## src/rtl/act_writeback.sv

```systemverilog
// Activation writeback: streams ReLU output beats into the activation buffer.
// Define ACT_WRITEBACK_MASK_EN to also pack per-element nonzero flags into a 32-bit mask buffer.
module act_writeback #(
    parameter int dataWidth = 32,
    parameter int addrWidth = 12
) (
    input  logic                 clk,
    input  logic                 rst,
    input  logic                 start,
    input  logic [15:0]          num_vertices,
    input  logic [9:0]           feat_len,
    input  logic [addrWidth-1:0] base_addr,
    input  logic                 a_valid,
    input  logic [dataWidth-1:0] a,
    output logic                 a_ready,
    output logic                 act_we,
    output logic [addrWidth-1:0] act_addr,
    output logic [dataWidth-1:0] act_wdata,
    output logic                 mask_we,
    output logic [addrWidth-1:0] mask_addr,
    output logic [31:0]          mask_wdata,
    output logic                 busy,
    output logic                 done,
    output logic [1:0]           dbg_state
);
    // Handshake: a beat transfers on a rising edge with a_valid && a_ready; a_ready is
    // high in every RUN cycle and a_valid may rise or fall in any cycle.
    typedef enum logic [1:0] {IDLE = 2'd0, RUN = 2'd1, FLUSH = 2'd2, DONE = 2'd3} state_t;

    state_t               state;
    logic [15:0]          nv_q;
    logic [15:0]          vtx;
    logic [9:0]           fl_q;
    logic [9:0]           elem;
    logic [addrWidth-1:0] base_q;
    logic [addrWidth-1:0] act_off;
    logic                 beat;
    logic                 last_elem;

    assign beat      = (state == RUN) && a_valid;
    assign last_elem = (elem == fl_q - 10'd1);
    assign a_ready   = (state == RUN);
    assign busy      = (state == RUN) || (state == FLUSH);
    assign done      = (state == DONE);
    assign dbg_state = state;

`ifndef ACT_WRITEBACK_MASK_EN
    logic last_vtx;
    assign last_vtx = (vtx + 16'd1 == nv_q);
`endif

    always_ff @(posedge clk or negedge rst) begin
        if (!rst) begin
            state     <= IDLE;
            nv_q      <= '0;
            fl_q      <= '0;
            base_q    <= '0;
            vtx       <= '0;
            elem      <= '0;
            act_off   <= '0;
            act_we    <= 1'b0;
            act_addr  <= '0;
            act_wdata <= '0;
        end else begin
            act_we    <= 1'b0;
            act_addr  <= '0;
            act_wdata <= '0;
            case (state)
                IDLE: begin
                    if (start) begin
                        nv_q    <= num_vertices;
                        fl_q    <= feat_len;
                        base_q  <= base_addr;
                        vtx     <= '0;
                        elem    <= '0;
                        act_off <= '0;
                        // An empty layer still reports completion so the sequencer can move on.
                        state   <= (num_vertices == 16'd0 || feat_len == 10'd0) ? DONE : RUN;
                    end
                end
                RUN: begin
                    if (beat) begin
                        act_we    <= 1'b1;
                        act_addr  <= base_q + act_off;
                        act_wdata <= a;
                        act_off   <= act_off + addrWidth'(1);
                        if (last_elem) begin
                            elem <= '0;
                            vtx  <= vtx + 16'd1;
`ifdef ACT_WRITEBACK_MASK_EN
                            state <= FLUSH;
`else
                            if (last_vtx) state <= DONE;
`endif
                        end else begin
                            elem <= elem + 10'd1;
                        end
                    end
                end
                FLUSH:   state <= (vtx == nv_q) ? DONE : RUN;
                DONE:    state <= IDLE;
                default: state <= IDLE;
            endcase
        end
    end

`ifdef ACT_WRITEBACK_MASK_EN
    logic [31:0]          acc;
    logic [31:0]          acc_next;
    logic [4:0]           bit_cnt;
    logic [addrWidth-1:0] mask_off;

    assign acc_next = acc | ({31'd0, (a != '0)} << bit_cnt);

    // Each vertex's mask begins at bit 0 of a fresh word; FLUSH drains any partial word.
    always_ff @(posedge clk or negedge rst) begin
        if (!rst) begin
            acc        <= '0;
            bit_cnt    <= '0;
            mask_off   <= '0;
            mask_we    <= 1'b0;
            mask_addr  <= '0;
            mask_wdata <= '0;
        end else begin
            mask_we    <= 1'b0;
            mask_addr  <= '0;
            mask_wdata <= '0;
            if (state == IDLE && start) begin
                acc      <= '0;
                bit_cnt  <= '0;
                mask_off <= '0;
            end else if (beat) begin
                if (bit_cnt == 5'd31) begin
                    mask_we    <= 1'b1;
                    mask_addr  <= base_q + mask_off;
                    mask_wdata <= acc_next;
                    mask_off   <= mask_off + addrWidth'(1);
                    acc        <= '0;
                    bit_cnt    <= '0;
                end else begin
                    acc     <= acc_next;
                    bit_cnt <= bit_cnt + 5'd1;
                end
            end else if (state == FLUSH && bit_cnt != 5'd0) begin
                mask_we    <= 1'b1;
                mask_addr  <= base_q + mask_off;
                mask_wdata <= acc;
                mask_off   <= mask_off + addrWidth'(1);
                acc        <= '0;
                bit_cnt    <= '0;
            end
        end
    end
`else
    assign mask_we    = 1'b0;
    assign mask_addr  = '0;
    assign mask_wdata = '0;
`endif

endmodule

```

## config.mk

```make
export PLATFORM = sky130hd
export DESIGN_NAME = act_writeback
export DESIGN_NICKNAME = d
export VERILOG_FILES = /design/src/rtl/act_writeback.sv
export SDC_FILE = /design/constraint.sdc
export NUM_CORES = 1
export LEC_CHECK = 0
export CAP_MARGIN = 20
export CORE_ASPECT_RATIO = 0.6
export CORE_UTILIZATION = 45
export DETAILED_ROUTE_END_ITERATION = 8
export GPL_ROUTABILITY_DRIVEN = 0
export PLACE_DENSITY = 0.76
export SYNTH_ARGS = -nofsm -noshare
export SYNTH_HDL_FRONTEND = slang
export SYNTH_SLANG_ARGS = --single-unit
export TNS_END_PERCENT = 30
```

## constraint.sdc

```tcl
create_clock -name clk -period 2.9 [get_ports clk]
set_input_delay 0.87 -clock clk [delete_from_list [all_inputs] [get_ports clk]]
set_output_delay 0.87 -clock clk [all_outputs]
set_load 0.005 [all_outputs]
```

After elaboration in Yosys (flattened, before gate mapping)
Index checks and enable logic that the tools add are counted.
- register bits: 123
- output and inout bits: 95
- word-level logic and storage cells: 60
- input bits: 74
- mux-type cells: 24
- add/sub/neg operators: 5
- reduce and logical (&&, ||, !) cells: 11
- equality and inequality tests: 10
- operators by type and width (operator ; count):
    $mux W32 ; 2
    $mux W12 ; 4
    $mux W16 ; 3
    $eq A16 B16 Y1 ; 2
    $pmux W16 S2 ; 1
    $mux W10 ; 3
    $pmux W12 S2 ; 1
    $pmux W10 S2 ; 1
    $add A16 B1 Y16 const B ; 1
    $logic_not A16 Y1 ; 1
    $add A12 B1 Y12 const B ; 1
    $add A12 B12 Y12 ; 1
    $mux W2 ; 6
    $add A10 B1 Y10 const B ; 1
    $eq A10 B10 Y1 ; 1
    $logic_not A10 Y1 ; 1
    $sub A10 B1 Y10 const B ; 1
    $pmux W2 S4 ; 1
    $reduce_and A4 Y1 ; 2
    $ne A2 B1 Y1 const B ; 3
    $eq A2 B2 Y1 const B ; 2
    $reduce_and A3 Y1 ; 1
    $eq A2 B1 Y1 const B ; 1
    $logic_not A2 Y1 ; 1
    other kinds (6) ; 8

Longest topological paths before layout
Gate-level depths: netlist of the first run.
- depth in word-level cells: 6
- mapped depth: 10
- mapped depth without buffers: 10

Least setup slack after synthesis of the first run
OpenSTA, ideal clock, no wires.
- path kind: register to register
- start: register fl_q[0]
- end: register state[1] (netlist: dbg_state[1])
- buffers on the path: 0
- setup slack: -18 ps
- required time: 2773 ps
- clock period less this slack: 2918 ps
- library setup time: 127 ps
- stages on the path, launching flop included: 10
- data arrival time: 2791 ps
- cell sequence: dfrtp_1 -> inv_1 -> ha_1 -> or4b_1 -> nor4b_2 -> a311oi_1 -> o41ai_2 -> nand4b_1 -> o41ai_2 -> mux2_1
- word-level cells in the longest chain between the ends: 4
- RTL lines (item ; RTL line ; text):
    from (decl) ; 33 ; logic [9:0] fl_q;
    from (signal assigned) ; 72 ; fl_q <= feat_len;
    $sub A10 B1 Y10 ; 41 ; assign last_elem = (elem == fl_q - 10'd1);
    $eq A10 B10 Y1 ; 41 ;
    $ne A2 B1 Y1 (no source line) ; n/a ;
    $reduce_and A4 Y1 (no source line) ; n/a ;
    to (signal assigned) ; 78 ; state <= (num_vertices == 16'd0 || feat_len == 10'd0) ? DONE : RUN;
    to (signal assigned) ; 100 ; FLUSH: state <= (vtx == nv_q) ? DONE : RUN;
    to (decl) ; 30 ; state_t state;
Every way passes these cells.
A chain may end at the register's enable or synchronous reset.

Worst setup path in the final report of the first run
Ends and elaborated chain as after synthesis.

==> impl_metrics.toml, run 1 <==
[critical_path]
crit_family = "compound AO/OA/AOI/OAI gates"
slowest_delay_ps = 550
worstSetupPathType = "flop to flop"
arrival_ps = 3130
endpoint_kind = "flop"
cp_num_buf_inv = 1
startpoint_type = "flop"
cpMaxStageDelayCell = "or4_4"
crit_path_cell_trace = "buf_6, or4_4, o41a_1, o41ai_4, nand4b_1, o41ai_2, mux2_1"
required_ps = 3190
path_max_fanout = 4

[placed_design]
numPortBuffers = 123
dp_hpwl_mm = 12.2
dp_slack_ps = -130
dp.cells = 972

[final_layout]
layout_common_cells = "dfrtp_1, clkdlybuf4s50_1, nor2_1"
n_antenna_cell = 0
final_nets = 891
layout_commonest_cell = "dfrtp_1"
instances_no_fill = 1006
final.fill_count = 1203
syn_to_final_growth_pct = 30.7
drive_above_1_share_pct = 13.9
final_util_pct = 60.3

[pwr]
power_uw = 7850
powerDensity_nw_per_um2 = 901
leakagePower_uw = 0.00403
vdd_drop_max_uv = 536

[yosys]
syn_area_um2 = 6670
syn_area_per_cell_um2 = 10.2
synthFlopType = "dfrtp_1"
synth_async_sr_flop_share_pct = 100
synth_cells = 653
yosys.area_share.adder_pct = 4.24
yosysUniqueCellTypes = 54
synth_edf_count = 0
synth-seq-area-share_pct = 46.1
synthXorXnorAreaFrac_pct = 7.88
synth_top_family_by_area = "simple AND/OR/NAND/NOR gates"
synthSimpleGateAreaFrac_pct = 18.0
ys_ff_latch = 123
muxShareOfSynthArea_pct = 7.18
synth_compound_area_share_pct = 8.66
ys_warn_count = 0

[grt]
grt_antenna_before_repair = 0
grt_use_total_pct = 22.6
grt_pass1_vias = 5210
overflow = 0
grt_pass1_wl_mm = 26.7
grt_max_degree = 44

[timing]
period_share_pct = 97.9
fin_ws_ps = 61.0
fin_skew_ps = 6.75
slew_viol_final = 0
tightest_slew_ps = 582
finalSetupViolCount = 0
rsz0062_at_grt = "yes"
tns_ps = 0
fmax_ghz = 0.352
fin_crit_ps = 2840
slew_headroom_pct = 61.2
hold_violations = 0

[floorplan]
fp.dieH_um = 96.3
chipWidth_um = 159
coreArea_um2 = 14500
dieArea_um2 = 15300
rows = 34
ioPinCount = 169
initial_core_util_pct = 46.1

[clocking]
cts_tree = "built"
cts_max_level = 4
clockRootBuffer = "clkbuf_16"
ctsHoldBuffers = 0
numCtsBuffers = 17
path_clk_slew_ps = 60
clock-sinks = 123
clock_latency_ps = 410
cts_buffer_depth = 2

[min_path]
hp-class = "input port to asynchronous set/reset pin"

[detailed_routing]
drtIter0Drc = 427
via_per_inst = 5.22
first_pass_iters = 7
drt-total-wl_mm = 16.6
ant_nets = 0
drc = 0
num_vias = 5253
wire_per_inst_um = 16.5

[run_status]
outcome = "complete, no violations"

[job]
cap_viol_max_count = 0
state kept, by name, summed over array words and instances (netlist names):
signal	count
act_wdata	32
nv_q	16
vtx	16
act_addr	12
act_off	12
base_q	12
elem	10
fl_q	10
dbg_state	2
act_we	1
final timing paths:
| check | start | endpoint | slack (ps) | cells after the start |
|---|---|---|---|---|
| setup reg to reg | fl_q[0] | dbg_state[1] | 60 | 7 |
| max in group asynchronous | rst | act_wdata[2] | 1690 | 2 |
| hold reg to reg | base_q[0] | base_q[0] | 530 | 1 |
| hold / removal | rst | act_wdata[0] | 450 | 1 |
| min in group clk | base_q[0] | base_q[0] | 530 | 1 |
| setup / recovery | fl_q[0] | dbg_state[1] | 60 | 7 |
cell usage after synthesis (16+ instances only):
library cell / count / area share, %
dfrtp_1: 123 / 46
xor2_1: 26 / 3.4
inv_1: 19 / 1.1
and3_1: 39 / 3.7
ha_1: 21 / 3.9
clkbuf_1: 27 / 1.5
xnor2_1: 34 / 4.5
nand3_1: 21 / 1.6
mux2_2: 38 / 6.4
a21o_1: 16 / 1.8
a21oi_1: 18 / 1.4
nand2_1: 38 / 2.1
nor2_1: 47 / 2.6
buf_4: 46 / 5.2
area by class of cell:
cell class              instances  area (um2)  area share [%]
flip-flops and latches        123        3080            35.3
clock inverters                15         165            1.89
well taps                     198         248            2.84
repair buffers                153        1470            16.9
clock buffers                  17         425            4.88
multi-input cells             481        3260            37.4
inverters                      19        71.3           0.818
timing repair:
action / CTS / global route
setup buffers: 1 / 1
endpoints found under the setup margin: 6 / 11
gates resized for setup: 2 / 3
pin swaps: 1 / 0
stage by stage:
stage,instance area [um2],hold slack (ps)
2_1_floorplan,6840,486
3_3_place_gp,8090,499
3_5_place_dp,8090,514
4_1_cts,8700,462
5_1_grt,8720,484
6_report,8720,448
routing by layer:
metal	up-vias	track usage [%]	routed length, um
li1	2479	-	-
met1	2524	29.8	7640
met2	224	37.1	7610
met3	26	5.51	1150
met4	0	6.65	228
met5	-	0	0
report_power, final:
group	switching [uW]	leakage (uW)	internal, uW	total, uW
Sequential	533	0.00160	2230	2770
Clock	852	0.000283	1280	2130
Combinational	1370	0.00214	1580	2950
Total	2750	0.00403	5100	7850
worst reg2reg max path, stage by stage (launching register included):
cell	delay, ps
dfrtp_1	400
buf_6	130
or4_4	550
o41a_1	430
o41ai_4	340
nand4b_1	200
o41ai_2	290
mux2_1	370
cells by family (layout without fill, tap and decap cells):
family | after synthesis | after routing
XOR/XNOR | 60 | 60
buffers and inverters | 93 | 204
other | 1 | 45
flip-flops | 123 | 123
adder cells (fa/ha/maj) | 22 | 22
AND/OR/NAND/NOR | 226 | 226
multiplexers | 43 | 43
AO/OA/AOI/OAI | 85 | 85
Note: power is estimated with default switching activity, not from simulation.
==> run 2, diff against run 1 <==
--- a/config.mk
+++ b/config.mk
@@ -7,10 +7,10 @@
 export LEC_CHECK = 0
 export CAP_MARGIN = 20
 export CORE_ASPECT_RATIO = 0.6
-export CORE_UTILIZATION = 45
+export CORE_UTILIZATION = 38
 export DETAILED_ROUTE_END_ITERATION = 8
 export GPL_ROUTABILITY_DRIVEN = 0
-export PLACE_DENSITY = 0.76
+export PLACE_DENSITY = 0.66
 export SYNTH_ARGS = -nofsm -noshare
 export SYNTH_HDL_FRONTEND = slang
 export SYNTH_SLANG_ARGS = --single-unit
==> impl_metrics.toml, run 2 (same netlist as run 1, synthesis figures left out) <==
[run_status]
outcome = "complete, no violations"

[timing]
finalSetupViolCount = 0
fin_crit_ps = 2840
slew_viol_final = 0
tns_ps = 0
fin_skew_ps = 13.6
tightest_slew_ps = 567
slew_headroom_pct = 62.2
period_share_pct = 98.0
rsz0062_at_grt = "yes"
fin_ws_ps = 57.8
fmax_ghz = 0.352
hold_violations = 0

[pwr]
power_frac_comb_pct = 37.9
p_sw_share_pct = 33.9
clockPowerShare_pct = 27.5
seqPwrFrac_pct = 34.6
vdd_drop_max_uv = 435
powerDensity_nw_per_um2 = 888
leakagePower_uw = 0.00410
internal-power_uw = 5220
switchingPower_uw = 2670

[critical_path]
slowest_delay_ps = 470
rrSetupSlack_ps = 60
path_max_fanout = 6
worstSetupPathType = "flop to flop"
rr_endpoint = "dbg_state[1]"
crit_path_cell_trace = "inv_2, ha_4, or4b_4, nor4b_4, a311oi_2, o41ai_4, nand4b_1, o41ai_2, mux2_1"
arrival_ps = 3140
startpoint_type = "flop"
endpoint_kind = "flop"
cpMaxStageDelayCell = "or4b_4"
required_ps = 3190
timing.rr.start = "fl_q[0]"
r2r_cells = 9

[placed_design]
dp_hpwl_mm = 11.6
dp_slack_ps = -49.7
numPortBuffers = 123

[grt]
overflow = 0
grt_antenna_before_repair = 0
grt_use_total_pct = 18.2
grt_pass1_vias = 4917
grt_pass1_wl_mm = 26.0
grt_max_degree = 48

[floorplan]
chipWidth_um = 173
coreArea_um2 = 17200
initial_core_util_pct = 38.9
rows = 37
dieArea_um2 = 18100
ioPinCount = 169
fp.dieH_um = 105

[detailed_routing]
num_vias = 5141
wl_met1_mm = 8.37
wl_met3_um = 795
ant_nets = 0
via_per_inst = 4.88
drt-total-wl_mm = 15.9
drtIter0Drc = 316
first_pass_iters = 5
drc = 0
routed.top_layer = "met4"
wire_per_inst_um = 15.1
wl_met2_mm = 6.69

[final_layout]
layout_common_cells = "dfrtp_1, clkdlybuf4s50_1, nor2_1"
final.fill_count = 1564
largest_reg_flops = 32
syn_to_final_growth_pct = 33.2
largestRegisters = "act_wdata: 32 flops, nv_q: 16 flops, vtx: 16 flops"
n_antenna_cell = 0
multiInputGateArea_um2 = 3290
final_nets = 903
drive_above_1_share_pct = 15.5
regMostFlops = "act_wdata"
register_area_um2 = 3080

[clocking]
clock-sinks = 123
path_clk_slew_ps = 60
numCtsBuffers = 17
clock_latency_ps = 420
clockRootBuffer = "clkbuf_16"
ctsHoldBuffers = 0
cts_buffer_depth = 2
cts_max_level = 4
cts_tree = "built"

[min_path]
hp-class = "input port to asynchronous set/reset pin"

[job]
cap_viol_max_count = 0
-- run 2: cell types whose count changed in the layout (fill, tap and decap cells not counted), sizes merged --
cell / previous run / this run
buf: 31 / 43
clkbuf: 17 / 18
bufinv: 2 / 3
inv: 24 / 20
clkinvlp: 3 / 2
clkinv: 5 / 8
-- run 2: worst max path at each step --
stage	start	to	slack, ps	cells after the start
6_report	fl_q[0]	dbg_state[1]	60	9
5_1_grt	fl_q[1]	dbg_state[1]	-70	8
4_1_cts	fl_q[1]	dbg_state[1]	40	7
3_5_place_dp	fl_q[0]	dbg_state[1]	-50	9
3_3_place_gp	a_valid	elem[9]	-30	10
2_1_floorplan	fl_q[0]	vtx[0]	80	10
-- run 2: layout make-up --
| type | count | share of cell area, % |
|---|---|---|
| clock buffers | 18 | 4.83 |
| clock inverters | 14 | 1.94 |
| inverters | 19 | 0.802 |
| multi-input cells | 481 | 37.0 |
| flip-flops and latches | 123 | 34.6 |
| well taps | 234 | 3.29 |
| repair buffers | 165 | 17.5 |
-- run 2: what timing repair did --
item / in CTS / in global routing
resized for setup: 1 / 10
pin swaps: 1 / 6
buffers inserted: 0 / 3
endpoints found under the setup margin: 2 / 3
-- run 2: routing by layer --
metal  vias to the layer above  global-route usage [%]
li1                       2506                       -
met1                      2473                    27.8
met2                       155                    25.5
met3                         7                    4.66
met4                         0                    3.79
met5                         -                       0
-- run 2: worst max-delay path, delay by kind of cell (launching register included) --
kind	cells	cell delay [ps]
simple gates	3	910
compound gates	3	820
fa+ha+maj	1	120
mux	1	360
flops	1	440
buf+inv	1	70
-- run 2: power groups by stage --
stage	combinational [uW]	clock, uW	sequential, uW
5_1_grt	3300	2290	2810
2_1_floorplan	1920	0	2590
4_1_cts	2910	2210	2730
6_report	2990	2170	2730
3_3_place_gp	2850	0	2730
3_5_place_dp	2870	0	2750
-- run 2: per-stage QoR --
| stage | util, % | area [um2] | instances | hold slack (ps) | power (uW) |
|---|---|---|---|---|---|
| after floorplan | - | 6840 | 697 | 486 | 4510 |
| after global placement | 47.8 | 8210 | 1019 | 495 | 5570 |
| after detailed placement | 47.8 | 8210 | 1019 | 510 | 5620 |
| after CTS | 51.4 | 8830 | 1051 | 455 | 7850 |
| after global routing | 51.8 | 8890 | 1054 | 472 | 8410 |
| final | 51.8 | 8890 | 1054 | 444 | 7890 |
